$ cat src/rtl/vscale_dtcm_arbiter_if.sv
// ---------------------------------------------------------------------------
// vscale_dtcm_arbiter_if
//
// Purpose: bundles every bus-level signal around the DTCM arbiter into one
// interface. It covers both requester ports (core "c_" and secondary "d_")
// and the single-port DTCM macro port ("dtcm_").
//
// Modports:
//   master : the requester / memory side. It drives requests and the DTCM
//            read data, and observes grants, read returns and DTCM strobes.
//   slave  : the arbiter side (vscale_dtcm_arbiter).
//
// Signal summary (per requester, x = c | d):
//   x_req     1   request
//   x_wen     1   write (1) / read (0)
//   x_size    3   0 byte, 1 half, >=2 word
//   x_addr    16  byte address within the DTCM
//   x_wdata   32  lane-aligned write data
//   x_gnt     1   request accepted this cycle
//   x_rvalid  1   read data valid (cycle after the read grant)
//   x_rdata   32  read data, zero whenever x_rvalid is low
// DTCM port:
//   dtcm_ren / dtcm_raddr[13:0]               read strobe and word address
//   dtcm_rdata[31:0]                           read data, one cycle after ren
//   dtcm_wen / dtcm_waddr[13:0] / dtcm_wdata   write strobe, address and data
// ---------------------------------------------------------------------------
interface vscale_dtcm_arbiter_if;

    // core data port
    logic        c_req;
    logic        c_wen;
    logic [2:0]  c_size;
    logic [15:0] c_addr;
    logic [31:0] c_wdata;
    logic        c_gnt;
    logic        c_rvalid;
    logic [31:0] c_rdata;

    // secondary (DMA / debug) port
    logic        d_req;
    logic        d_wen;
    logic [2:0]  d_size;
    logic [15:0] d_addr;
    logic [31:0] d_wdata;
    logic        d_gnt;
    logic        d_rvalid;
    logic [31:0] d_rdata;

    // DTCM macro port
    logic        dtcm_ren;
    logic [13:0] dtcm_raddr;
    logic [31:0] dtcm_rdata;
    logic        dtcm_wen;
    logic [13:0] dtcm_waddr;
    logic [31:0] dtcm_wdata;

    modport master (
        output c_req, c_wen, c_size, c_addr, c_wdata,
        input  c_gnt, c_rvalid, c_rdata,
        output d_req, d_wen, d_size, d_addr, d_wdata,
        input  d_gnt, d_rvalid, d_rdata,
        input  dtcm_ren, dtcm_raddr, dtcm_wen, dtcm_waddr, dtcm_wdata,
        output dtcm_rdata
    );

    modport slave (
        input  c_req, c_wen, c_size, c_addr, c_wdata,
        output c_gnt, c_rvalid, c_rdata,
        input  d_req, d_wen, d_size, d_addr, d_wdata,
        output d_gnt, d_rvalid, d_rdata,
        output dtcm_ren, dtcm_raddr, dtcm_wen, dtcm_waddr, dtcm_wdata,
        input  dtcm_rdata
    );

endinterface

$ cat src/rtl/vscale_dtcm_arbiter.sv
// ---------------------------------------------------------------------------
// vscale_dtcm_arbiter
//
// Purpose: shares the single-port DTCM (1-cycle read latency) between the
// core data port and a secondary master. Accesses are serialised. Byte and
// halfword writes become an internal read-modify-write: the grant cycle
// reads the target word, and the following cycle writes back the merged word.
//
// Ports:
//   clk_i     rising-edge clock
//   reset_n   synchronous active-low reset
//   bus       vscale_dtcm_arbiter_if.slave (both requesters + DTCM macro)
//
// Parameter:
//   MAX_WAIT  number of consecutive refused cycles after which the secondary
//             requester wins over the core (>= 1)
//
// State table:
//   state    | meaning
//   ---------+--------------------------------------------------------------
//   ST_IDLE  | arbitrate; reads and word writes finish in the grant cycle
//   ST_RMW   | write back the merged word of a byte/half write; no grants
// ---------------------------------------------------------------------------
module vscale_dtcm_arbiter #(
    parameter int MAX_WAIT = 4
) (
    input  logic                   clk_i,
    input  logic                   reset_n,
    vscale_dtcm_arbiter_if.slave   bus
);

    localparam int CNT_W = $clog2(MAX_WAIT + 1);
    localparam logic [CNT_W-1:0] WAIT_LIMIT = CNT_W'(MAX_WAIT);

    typedef enum logic {
        ST_IDLE = 1'b0,
        ST_RMW  = 1'b1
    } state_t;

    state_t             state_q;
    logic [CNT_W-1:0]   wait_cnt_q;
    logic               rv_c_q;
    logic               rv_d_q;
    logic [13:0]        rmw_waddr_q;
    logic [1:0]         rmw_lane_q;
    logic               rmw_half_q;
    logic [31:0]        rmw_wdata_q;

    logic               idle;
    logic               in_rmw;
    logic               d_prio;
    logic               c_win;
    logic               d_win;
    logic               acc;
    logic               sel_wen;
    logic [2:0]         sel_size;
    logic [15:0]        sel_addr;
    logic [31:0]        sel_wdata;
    logic               sel_word;
    logic               rd_acc;
    logic               wr_word;
    logic               wr_sub;
    logic [31:0]        rmw_mask;
    logic [31:0]        rmw_merged;

    // Outputs are forced quiet while reset_n is low, including the cycle in
    // which a pending RMW write is abandoned.
    assign idle   = reset_n && (state_q == ST_IDLE);
    assign in_rmw = reset_n && (state_q == ST_RMW);

    // Core wins by default; the secondary overrides it only once it has been
    // refused MAX_WAIT cycles in a row.
    assign d_prio = bus.d_req && (wait_cnt_q == WAIT_LIMIT);
    assign c_win  = idle && bus.c_req && !d_prio;
    assign d_win  = idle && bus.d_req && !c_win;
    assign acc    = c_win || d_win;

    always_comb begin
        sel_wen   = bus.c_wen;
        sel_size  = bus.c_size;
        sel_addr  = bus.c_addr;
        sel_wdata = bus.c_wdata;
        if (d_win) begin
            sel_wen   = bus.d_wen;
            sel_size  = bus.d_size;
            sel_addr  = bus.d_addr;
            sel_wdata = bus.d_wdata;
        end
    end

    assign sel_word = |sel_size[2:1];
    assign rd_acc   = acc && !sel_wen;
    assign wr_word  = acc && sel_wen && sel_word;
    assign wr_sub   = acc && sel_wen && !sel_word;

    // Half lane is selected by addr[1] only; addr[0] is ignored for halves.
    always_comb begin
        rmw_mask = 32'h0000_00FF << {rmw_lane_q, 3'b000};
        if (rmw_half_q) begin
            rmw_mask = rmw_lane_q[1] ? 32'hFFFF_0000 : 32'h0000_FFFF;
        end
    end

    assign rmw_merged = (bus.dtcm_rdata & ~rmw_mask) | (rmw_wdata_q & rmw_mask);

    assign bus.c_gnt      = c_win;
    assign bus.d_gnt      = d_win;

    assign bus.dtcm_ren   = rd_acc || wr_sub;
    assign bus.dtcm_raddr = sel_addr[15:2];
    assign bus.dtcm_wen   = wr_word || in_rmw;
    assign bus.dtcm_waddr = in_rmw ? rmw_waddr_q : sel_addr[15:2];
    assign bus.dtcm_wdata = in_rmw ? rmw_merged  : sel_wdata;

    assign bus.c_rvalid   = reset_n && rv_c_q;
    assign bus.d_rvalid   = reset_n && rv_d_q;
    assign bus.c_rdata    = bus.c_rvalid ? bus.dtcm_rdata : 32'h0;
    assign bus.d_rdata    = bus.d_rvalid ? bus.dtcm_rdata : 32'h0;

    always_ff @(posedge clk_i) begin
        if (!reset_n) begin
            state_q     <= ST_IDLE;
            wait_cnt_q  <= '0;
            rv_c_q      <= 1'b0;
            rv_d_q      <= 1'b0;
            rmw_waddr_q <= '0;
            rmw_lane_q  <= '0;
            rmw_half_q  <= 1'b0;
            rmw_wdata_q <= '0;
        end else begin
            // Read data returns one cycle after the grant to whoever won.
            rv_c_q <= c_win && !sel_wen;
            rv_d_q <= d_win && !sel_wen;

            // Refusals keep counting through RMW cycles as well.
            if (!bus.d_req || d_win) begin
                wait_cnt_q <= '0;
            end else if (wait_cnt_q != WAIT_LIMIT) begin
                wait_cnt_q <= wait_cnt_q + CNT_W'(1);
            end

            if (state_q == ST_IDLE) begin
                if (wr_sub) begin
                    state_q     <= ST_RMW;
                    rmw_waddr_q <= sel_addr[15:2];
                    rmw_lane_q  <= sel_addr[1:0];
                    rmw_half_q  <= sel_size[0];
                    rmw_wdata_q <= sel_wdata;
                end
            end else begin
                state_q <= ST_IDLE;
            end
        end
    end

endmodule
$ cat src/flat_wrapper.sv
// flat-port wrapper written by rule: the top's interface ports become plain ports
module vscale_dtcm_arbiter_flat 
#(
    parameter int MAX_WAIT = 4
)
  (clk_i, reset_n, bus_c_req, bus_c_wen, bus_c_size, bus_c_addr, bus_c_wdata, bus_c_gnt, bus_c_rvalid, bus_c_rdata, bus_d_req, bus_d_wen, bus_d_size, bus_d_addr, bus_d_wdata, bus_d_gnt, bus_d_rvalid, bus_d_rdata, bus_dtcm_ren, bus_dtcm_raddr, bus_dtcm_wen, bus_dtcm_waddr, bus_dtcm_wdata, bus_dtcm_rdata);
  vscale_dtcm_arbiter_if bus_i ();
  input  logic clk_i;
  input  logic reset_n;
  input wire logic [$bits(bus_i.c_req)-1:0] bus_c_req;
  input wire logic [$bits(bus_i.c_wen)-1:0] bus_c_wen;
  input wire logic [$bits(bus_i.c_size)-1:0] bus_c_size;
  input wire logic [$bits(bus_i.c_addr)-1:0] bus_c_addr;
  input wire logic [$bits(bus_i.c_wdata)-1:0] bus_c_wdata;
  output wire logic [$bits(bus_i.c_gnt)-1:0] bus_c_gnt;
  output wire logic [$bits(bus_i.c_rvalid)-1:0] bus_c_rvalid;
  output wire logic [$bits(bus_i.c_rdata)-1:0] bus_c_rdata;
  input wire logic [$bits(bus_i.d_req)-1:0] bus_d_req;
  input wire logic [$bits(bus_i.d_wen)-1:0] bus_d_wen;
  input wire logic [$bits(bus_i.d_size)-1:0] bus_d_size;
  input wire logic [$bits(bus_i.d_addr)-1:0] bus_d_addr;
  input wire logic [$bits(bus_i.d_wdata)-1:0] bus_d_wdata;
  output wire logic [$bits(bus_i.d_gnt)-1:0] bus_d_gnt;
  output wire logic [$bits(bus_i.d_rvalid)-1:0] bus_d_rvalid;
  output wire logic [$bits(bus_i.d_rdata)-1:0] bus_d_rdata;
  output wire logic [$bits(bus_i.dtcm_ren)-1:0] bus_dtcm_ren;
  output wire logic [$bits(bus_i.dtcm_raddr)-1:0] bus_dtcm_raddr;
  output wire logic [$bits(bus_i.dtcm_wen)-1:0] bus_dtcm_wen;
  output wire logic [$bits(bus_i.dtcm_waddr)-1:0] bus_dtcm_waddr;
  output wire logic [$bits(bus_i.dtcm_wdata)-1:0] bus_dtcm_wdata;
  input wire logic [$bits(bus_i.dtcm_rdata)-1:0] bus_dtcm_rdata;
  assign bus_i.c_req = bus_c_req;
  assign bus_i.c_wen = bus_c_wen;
  assign bus_i.c_size = bus_c_size;
  assign bus_i.c_addr = bus_c_addr;
  assign bus_i.c_wdata = bus_c_wdata;
  assign bus_c_gnt = bus_i.c_gnt;
  assign bus_c_rvalid = bus_i.c_rvalid;
  assign bus_c_rdata = bus_i.c_rdata;
  assign bus_i.d_req = bus_d_req;
  assign bus_i.d_wen = bus_d_wen;
  assign bus_i.d_size = bus_d_size;
  assign bus_i.d_addr = bus_d_addr;
  assign bus_i.d_wdata = bus_d_wdata;
  assign bus_d_gnt = bus_i.d_gnt;
  assign bus_d_rvalid = bus_i.d_rvalid;
  assign bus_d_rdata = bus_i.d_rdata;
  assign bus_dtcm_ren = bus_i.dtcm_ren;
  assign bus_dtcm_raddr = bus_i.dtcm_raddr;
  assign bus_dtcm_wen = bus_i.dtcm_wen;
  assign bus_dtcm_waddr = bus_i.dtcm_waddr;
  assign bus_dtcm_wdata = bus_i.dtcm_wdata;
  assign bus_i.dtcm_rdata = bus_dtcm_rdata;
  vscale_dtcm_arbiter #(.MAX_WAIT(MAX_WAIT)) u_core (.clk_i(clk_i), .reset_n(reset_n), .bus(bus_i));
endmodule
$ cat config.mk
export PLATFORM = sky130hd
export DESIGN_NAME = vscale_dtcm_arbiter_flat
export DESIGN_NICKNAME = d
export VERILOG_FILES = /design/src/rtl/vscale_dtcm_arbiter_if.sv /design/src/rtl/vscale_dtcm_arbiter.sv /design/src/flat_wrapper.sv
export SDC_FILE = /design/constraint.sdc
export NUM_CORES = 1
export LEC_CHECK = 0
export ABC_AREA = 1
export CORE_AREA = 2 2 105 107
export CTS_CLUSTER_DIAMETER = 200
export DETAILED_ROUTE_END_ITERATION = 16
export DIE_AREA = 0 0 107 109
export DONT_BUFFER_PORTS = 1
export GPL_ROUTABILITY_DRIVEN = 0
export PLACE_DENSITY_LB_ADDON = 0.15
export SYNTH_ARGS = -nofsm -noshare
export SYNTH_HDL_FRONTEND = slang
export SYNTH_SLANG_ARGS = --single-unit
$ cat constraint.sdc
create_clock -name clk_i -period 2 [get_ports clk_i]
set_clock_uncertainty 0.05 [all_clocks]
set_input_delay 0.2 -clock clk_i [delete_from_list [all_inputs] [get_ports clk_i]]
set_output_delay 0.2 -clock clk_i [all_outputs]
set_load 0.01 [all_outputs]
==> results.cfg, run 1 <==
[die]
initial_core_util = 0.385
std_cell_rows = 38
coreArea_um2 = 10600
io_pins = 270
die_x_um = 107
die_h_um = 109
dieArea_um2 = 11700

[logic_synthesis]
synth_area_leaders = dfxtp_1 27%, nand2_1 17%, nor2_1 15%, o21ai_0 9.8%, inv_1 6.2%
syn_area_per_cell_um2 = 5.67
synth_seq_cells = 55
postSynthCellCount = 720
yosysSeqAreaShare = 0.270
muxShareOfSynthArea = 0
syn_area_um2 = 4090
synth_fa_ha_area_frac = 0.00613
synth_xor_area_frac = 0.00429
synth_nets = 862
synth_top_area_share = 0.270
synth_top_family_by_area = simple AND/OR/NAND/NOR gates
synth-simple-area-share = 0.405
yosysUniqueCellTypes = 27
ys.warnings.count = 0
synth_top_cell_by_area = dfxtp_1
synth-compound-area-share = 0.176

[timing]
finalSetupTns_ps = -12120
fin_crit_ps = 2230
hold_viol_final = 0
setup_viol = 105
max_freq_ghz = 0.449
period_share = 1.11
fin_ws_ps = -227
slew_headroom = 0.621
rsz0062_at_grt = yes
drv_slew = 0
max_slew.worst_pin.slew_ps = 567

[finish]
final_util = 0.543
final_cell_mix = 172 x nand2_1, 126 x nor2_1, 59 x inv_1
fillCellCount = 1056
layout.cells.non_filler = 900
seqCellArea_um2 = 1100
nets = 901
multi_input_area_um2 = 3040
area_growth_pct = 40.9
num_antenna_cells = 0
final_common_cell = nand2_1
drive_gt1_frac = 0.359

[flow_run]
maxCapViolations = 0

[cts]
htreeDepth = 2
clk_pin_slew_ps = 100
clk_latency_ps = 320
cts_tree = yes
cts_sinks = 55
cts.path.max_buffers = 2
cts_root_buffer = clkbuf_8
cts_buffers = 5

[worst_setup_path]
crit_chain = inv_2 -> ha_4 -> nand3_4 -> nand3_4 -> nand2_8 -> buf_12 -> buf_8 -> buf_6 -> nand2_4 -> nand2_4 -> a21boi_2 -> buf_4
cp.required_ps = 1750
slowest_delay_ps = 340
cp-end-kind = primary output
path_buf_inv = 5
worst_setup_path_start_kind = flip-flop
path_depth = 12
cp.arrival_ps = 1980
crit_fanout = 6
crit_family = buffers and inverters
cpMaxStageDelayCell = dfxtp_2
crit_type = reg2out
reg2reg_depth = 16

[place]
dpl.hpwl_mm = 9.08
dp_slack_ps = -73.1
dp_cells = 859
portBuffers = 0

[detailed_routing]
wire_per_inst_um = 15.9
drt_iter0_drc = 187
ant_nets = 0
vias = 4646
route.detailed.drc = 0
detail_route.vias_per_cell = 5.16
firstDrtPassIters = 4
finalWirelength_mm = 14.3

[power_and_ir_drop]
leakage_uw = 0.00266
power.density_nw_per_um2 = 537
vdd_drop_max_mv = 0.305

[outcome]
violations = negative setup slack
outcome = finished with violations

[global_routing]
grt_pass1_wl_mm = 20.0
track_usage = 0.220
antenna_found_initial = 0
grt_max_degree = 50
grt_pass1_vias = 4037
grt_overflow = 0

[hold_path]
hp-class = in2reg
hold_path_depth = 2
cell usage after synthesis:
master	number
clkbuf_2	1
buf_6	2
o211ai_1	23
nand3_4	1
nor2_1	166
nand2_4	1
nor2_4	3
o21ai_0	80
buf_1	5
o21ai_2	1
a21oi_1	11
or2_2	32
nand2_2	1
clkbuf_1	22
ha_1	2
o21ai_1	15
nand3b_1	1
nand2_1	190
buf_2	13
dfxtp_1	55
xnor2_1	1
inv_1	67
xor2_1	1
buf_4	16
a21boi_0	1
inv_2	1
nand3_1	8
through the flow:
step | power [µW] | cell area [µm²] | hold WS, ps
final | 3090 | 5750 | 31.1
after global routing | 3260 | 5750 | 25.4
after CTS | 2990 | 5290 | 11.1
after detailed placement | 1970 | 4460 | 280
after global placement | 1960 | 4460 | 278
after floorplan | 1760 | 4090 | 335
worst reg2reg max path, cell delays in order, from the launching register on:
cell     delay [ps]
dfxtp_2         340
inv_2            80
ha_4            150
nand3_4          70
nand3_4         100
nand2_8          90
buf_12          150
buf_8           120
buf_6           120
nand2_4          50
nand2_4          70
nor2_4          160
buf_8           160
buf_12          140
buf_16          140
nor2_4           40
nor2_2          110
path summary, 6_finish.rpt:
kind	slack [ps]	startpoint	endpoint
worst max-delay path	-230	u_core.wait_cnt_q[0]$_SDFFE_PP0P_	bus_dtcm_ren
worst min-delay path	30	reset_n	u_core.wait_cnt_q[0]$_SDFFE_PP0P_
worst max register to register	-190	u_core.wait_cnt_q[0]$_SDFFE_PP0P_	u_core.rmw_wdata_q[23]$_SDFFE_PN0P_
worst min register to register	440	u_core.rmw_wdata_q[17]$_SDFFE_PN0P_	u_core.rmw_wdata_q[17]$_SDFFE_PN0P_
metal layers:
metal,vias to the layer above,routed length (µm),global-route usage,share of wire
met1,2158,5720,0.246,0.40
met4,0,89,0.0501,0.0062
met2,181,7600,0.427,0.53
met5,-,0,0,0
met3,6,852,0.0430,0.060
li1,2301,-,-,-
power breakdown:
group / internal, µW / switching, µW / total (µW)
clock network: 406 / 391 / 797
registers: 1150 / 41.9 / 1200
logic: 492 / 607 / 1100
total: 2050 / 1040 / 3090
registers in the layout, indices dropped and copies added (netlist names):
name and cells:
u_core.rv_d_q 1, u_core.rv_c_q 1, u_core.wait_cnt_q 3, u_core.rmw_lane_q 2, u_core.rmw_half_q 1, u_core.rmw_wdata_q 32
u_core.rmw_waddr_q 14, u_core.state_q 1
final cells by class:
cell class / instances / area share
sequential: 55 / 0.192
inverter: 68 / 0.0450
clock buffer: 6 / 0.0144
clock inverter: 2 / 0.00609
timing repair buffer: 91 / 0.184
multi-input combinational: 538 / 0.528
tap: 140 / 0.0304
timing repair:
action                                  in CTS  in global routing
hold buffers                                 1                  0
resized for setup                          150                131
cloned                                       7                  3
hold endpoints to repair                    49                  0
pin swaps                                   28                 28
endpoints found under the setup margin      90                111
setup buffers                               17                 10
cell families after synthesis:
family / count (synthesis)
AO/OA/AOI/OAI: 131
XOR/XNOR: 2
AND/OR/NAND/NOR: 403
buffers and inverters: 127
adder cells (fa/ha/maj): 2
flip-flops: 55
No activity file was read; power rests on OpenSTA's default activity.
==> inputs of run 2 (changes only) <==
CAP_MARGIN = 0   (was default)
REMOVE_ABC_BUFFERS = 1   (was default)
==> results.cfg, run 2 (same netlist as run 1, synthesis figures left out) <==
[die]
initial_core_util = 0.385
die_h_um = 109
std_cell_rows = 38
dieArea_um2 = 11700
coreArea_um2 = 10600
io_pins = 270
die_x_um = 107

[worst_setup_path]
reg2reg_depth = 14
crit_fanout = 8
cp.required_ps = 1750
r2r-end = u_core.rmw_wdata_q[5]$_SDFFE_PN0P_
cp.arrival_ps = 1930
rrSetupSlack_ps = 60
cp-end-kind = primary output
crit_type = reg2out
worst_setup_path_start_kind = flip-flop
timing.rr.start = u_core.wait_cnt_q[0]$_SDFFE_PP0P_

[timing]
fin_ws_ps = -183
whs_ps = 31.6
fin_crit_ps = 2180
drv_slew = 0
period_share = 1.09
slew_headroom = 0.626
setup_viol = 54
max_freq_ghz = 0.458
max_slew.worst_pin.slew_ps = 559
rsz0062_at_grt = yes
hold_viol_final = 0
finalSetupTns_ps = -3790

[global_routing]
use_met3 = 0.0377
grt-busiest-layer = met2
use_met2 = 0.419
grt_pass1_vias = 4119
track_usage = 0.220
grt_overflow = 0
grt_max_degree = 50
use_met1 = 0.256
antenna_found_initial = 0
grt_pass1_wl_mm = 20.3

[finish]
area_growth_pct = 33.9
regMostFlops = u_core.rmw_wdata_q
final_common_cell = nand2_1
largest_reg_flops = 32
num_antenna_cells = 0
reg_top3 = u_core.rmw_wdata_q (32), u_core.rmw_waddr_q (14), u_core.wait_cnt_q (3)
drive_gt1_frac = 0.293
final_util = 0.516
final_cell_mix = 182 x nand2_1, 166 x nor2_1, 62 x buf_4
nets = 896

[cts]
cts_tree = yes
cts_sinks = 55
cts_root_buffer = clkbuf_8
clk_pin_slew_ps = 100
cts.path.max_buffers = 2
clk_latency_ps = 300
cts_buffers = 5
htreeDepth = 2

[power_and_ir_drop]
switching_share = 0.346
pwr-share-seq = 0.416
power_uw = 2840
clkPwrFrac = 0.215
switchingPower_uw = 983
power.density_nw_per_um2 = 520
leakage_uw = 0.00258
p_comb_frac = 0.369
vdd_drop_max_mv = 0.285
p_int_uw = 1860

[outcome]
outcome = finished with violations
violations = negative setup slack

[detailed_routing]
route.detailed.drc = 0
wire_per_inst_um = 16.3
drt_iter0_drc = 239
vias = 4641
ant_nets = 0
firstDrtPassIters = 4
finalWirelength_mm = 14.5
detail_route.vias_per_cell = 5.19

[place]
dpl.hpwl_mm = 9.24
portBuffers = 0
dp_slack_ps = -95.9

[flow_run]
maxCapViolations = 0

[hold_path]
hp-class = in2reg
worstHoldEndpoint = u_core.rv_c_q$_SDFF_PN0_
hold_path.startpoint = bus_c_wen
hold_path_depth = 3
run 2: layout make-up:
| type | instances | area, µm² |
|---|---|---|
| sequential | 55 | 1100 |
| tap | 140 | 175 |
| fill | 1081 | 5130 |
| timing repair buffer | 86 | 972 |
| clock buffer | 7 | 76.3 |
| inverter | 68 | 263 |
| multi-input combinational | 538 | 2880 |
| clock inverter | 1 | 5.00 |
run 2: power groups by stage:
stage                     Sequential [µW]  Clock (µW)  Combinational [µW]
after global placement               1210           0                 749
after global routing                 1190         683                1150
after detailed placement             1210           0                 763
after CTS                            1180         642                 966
final                                1180         610                1050
after floorplan                      1200           0                 484
run 2: routing by layer:
| metal | up-vias | wire [µm] | part of all wire |
|---|---|---|---|
| li1 | 2294 | - | - |
| met1 | 2144 | 5980 | 0.41 |
| met2 | 190 | 7550 | 0.52 |
| met3 | 13 | 833 | 0.057 |
| met4 | 0 | 177 | 0.012 |
| met5 | - | 0 | 0 |
run 2: timing repair:
| action | CTS | global route |
|---|---|---|
| gates cloned | 4 | 5 |
| endpoints found under the hold margin | 49 | 0 |
| pin swaps | 5 | 4 |
| resized for setup | 191 | 29 |
| hold buffers | 1 | 0 |
| endpoints found under the setup margin | 87 | 86 |
| buffers inserted | 4 | 8 |
run 2: worst max-delay path by stage:
stage | to | startpoint | cells past startpoint
after floorplan | u_core.rmw_waddr_q[10]$_SDFFE_PN0P_ | u_core.wait_cnt_q[0]$_SDFFE_PP0P_ | 11
after global placement | bus_dtcm_waddr[13] | u_core.wait_cnt_q[0]$_SDFFE_PP0P_ | 8
after detailed placement | bus_dtcm_wdata[31] | u_core.wait_cnt_q[0]$_SDFFE_PP0P_ | 10
after CTS | bus_dtcm_wdata[0] | u_core.wait_cnt_q[0]$_SDFFE_PP0P_ | 11
after global routing | bus_dtcm_wdata[0] | u_core.wait_cnt_q[0]$_SDFFE_PP0P_ | 11
final | bus_dtcm_wdata[0] | u_core.wait_cnt_q[0]$_SDFFE_PP0P_ | 11
run 2: through the flow:
step	cells	instance area [µm²]
2_1_floorplan	661	3770
3_3_place_gp	865	4510
3_5_place_dp	865	4510
4_1_cts	882	5180
5_1_grt	895	5470
6_report	895	5470
run 2: critical path, stage by stage (launching register included):
cell	delay (ps)
dfxtp_2	340
inv_2	70
ha_4	140
nand3_4	80
nand3_4	100
nand2_8	90
buf_12	140
buf_16	130
or2_4	220
o21ai_2	60
o21ai_1	90
buf_4	150
==> inputs of run 3 (changes only) <==
CORE_AREA = 2 2 104 106   (was 2 2 105 107)
DIE_AREA = 0 0 106 108   (was 0 0 107 109)
RECOVER_POWER = 100   (was default)
==> results.cfg, run 3 (same netlist as run 1, synthesis figures left out) <==
[timing]
drv_slew = 0
rsz0062_at_grt = yes
max_slew.worst_pin.slew_ps = 805
fin_ws_ps = -232
hold_viol_final = 0
max_freq_ghz = 0.448
setup_viol = 79
slew_headroom = 0.463
period_share = 1.12
fin_crit_ps = 2230
finalSetupTns_ps = -8170

[detailed_routing]
vias = 4822
ant_nets = 0
firstDrtPassIters = 4
drt-met1-wl_mm = 6.47
wl_met3_um = 982
finalWirelength_mm = 15.5
met2_length_mm = 7.76
drt_iter0_drc = 226
top_layer = met4
detail_route.vias_per_cell = 5.21
route.detailed.drc = 0
wire_per_inst_um = 16.8

[worst_setup_path]
timing.rr.start = u_core.wait_cnt_q[0]$_SDFFE_PP0P_
crit_fanout = 5
crit_family = buffers and inverters
r2r-end = u_core.rmw_waddr_q[7]$_SDFFE_PN0P_
path_buf_inv = 5
cp.required_ps = 1750
cpMaxStageDelayCell = dfxtp_2
crit_chain = inv_2 -> ha_4 -> nand3_4 -> nand3_4 -> nand2_8 -> clkinvlp_4 -> buf_12 -> buf_16 -> o21ai_4 -> o21ai_1 -> buf_4
cpMostUsedCell = nand3_4
rrSetupSlack_ps = -30
crit_type = reg2out
slowest_delay_ps = 350
cp.arrival_ps = 1980
reg2reg_depth = 16
cp-end-kind = primary output
worst_setup_path_start_kind = flip-flop

[power_and_ir_drop]
clkPwrFrac = 0.250
p_comb_frac = 0.374
leakage_uw = 0.00275
switching_share = 0.333
power_uw = 3140
switchingPower_uw = 1050
power.density_nw_per_um2 = 535
p_int_uw = 2100
pwr-share-seq = 0.376
vdd_drop_max_mv = 0.357

[cts]
cts.path.max_buffers = 2
htreeDepth = 2
clk_latency_ps = 310
cts_buffers = 5
cts_tree = yes
cts_sinks = 55
clk_pin_slew_ps = 100
cts_root_buffer = clkbuf_8

[place]
dpl.hpwl_mm = 9.20
placed_area_um2 = 4680
dp_slack_ps = -214
portBuffers = 0

[global_routing]
antenna_found_initial = 0
track_usage = 0.240
grt_max_degree = 50
grt_pass1_vias = 4271
grt_pass1_wl_mm = 21.6
grt_overflow = 0

[hold_path]
worstHoldEndpoint = u_core.wait_cnt_q[1]$_SDFFE_PP0P_
hp-class = in2reg
hold_path.startpoint = reset_n
hold_path_depth = 2

[finish]
fillCellCount = 1024
regMostFlops = u_core.rmw_wdata_q
num_antenna_cells = 0
reg_top3 = u_core.rmw_wdata_q (32), u_core.rmw_waddr_q (14), u_core.wait_cnt_q (3)
area_growth_pct = 43.8
final_area_um2 = 5870
final_cell_mix = 170 x nand2_1, 165 x nor2_1, 75 x buf_4
largest_reg_flops = 32
nets = 931
drive_gt1_frac = 0.329
final_common_cell = nand2_1

[die]
io_pins = 270
std_cell_rows = 37
coreArea_um2 = 10200
die_x_um = 106
initial_core_util = 0.399
dieArea_um2 = 11400
die_h_um = 108

[flow_run]
maxCapViolations = 0

[outcome]
outcome = finished with violations
violations = negative setup slack
## run 3: cell types whose count changed in the layout (fill, tap and decap cells not counted), moves of 10 or more
cell,change
or2_2,+26
or2_4,-26
o21ai_2,-17
buf_4,+13
buf_6,+12
nand2_1,-12
o21ai_0,+10
## run 3: stage by stage
stage	std cells	hold WS, ps	utilization
final	926	38.9	0.574
after detailed placement	884	279	0.458
after global placement	884	279	0.458
after floorplan	661	270	-
after CTS	916	21.1	0.547
after global routing	926	38.6	0.574
## run 3: worst max-delay path by stage
stage	from	cells past startpoint	slack, ps	to
after global placement	u_core.wait_cnt_q[0]$_SDFFE_PP0P_	10	-220	bus_dtcm_wdata[24]
after detailed placement	u_core.wait_cnt_q[0]$_SDFFE_PP0P_	10	-210	bus_dtcm_wdata[24]
final	u_core.wait_cnt_q[0]$_SDFFE_PP0P_	11	-230	bus_dtcm_wdata[26]
after floorplan	u_core.wait_cnt_q[0]$_SDFFE_PP0P_	11	-480	u_core.rmw_waddr_q[10]$_SDFFE_PN0P_
after CTS	u_core.wait_cnt_q[0]$_SDFFE_PP0P_	11	-270	bus_dtcm_wdata[26]
after global routing	u_core.wait_cnt_q[0]$_SDFFE_PP0P_	11	-320	bus_dtcm_wdata[26]
## run 3: cell type report
| cell class | count | area, µm² | share of cell area |
|---|---|---|---|
| inverters | 68 | 259 | 0.0441 |
| multi-input cells | 538 | 2890 | 0.493 |
| clock inverters | 2 | 35.0 | 0.00597 |
| well taps | 136 | 170 | 0.0290 |
| repair buffers | 121 | 1330 | 0.226 |
| flip-flops and latches | 55 | 1100 | 0.188 |
| clock buffers | 6 | 82.6 | 0.0141 |
## run 3: repair_timing
item | in CTS | in global routing
endpoints found under the hold margin | 49 | 0
setup endpoints to repair | 76 | 112
cloned | 7 | 8
hold buffers | 1 | 0
pin swaps | 17 | 15
resized for setup | 164 | 45
setup buffers | 16 | 6
## run 3: layer usage
layer | vias to the layer above | GRT usage
li1 | 2363 | -
met1 | 2239 | 0.287
met2 | 202 | 0.449
met3 | 18 | 0.0404
met4 | 0 | 0.0583
met5 | - | 0
## run 3: worst register-to-register path, cell delays in order (launching register included)
cell     delay (ps)
dfxtp_2         340
inv_2            70
ha_4            150
nand3_4          70
nand3_4         100
nand2_8          80
buf_4           150
nand2_2          70
nand3_4          80
buf_6           130
nor2_4          110
buf_12          170
buf_6           120
buf_12          110
nand2_1          50
nand2_1          60
nor2_1           40
## run 3: power groups by stage
stage	registers, µW	clock network (µW)	logic, µW
after floorplan	1200	0	484
after global placement	1210	0	820
after detailed placement	1210	0	832
after CTS	1180	810	1080
after global routing	1190	842	1270
final	1180	785	1180
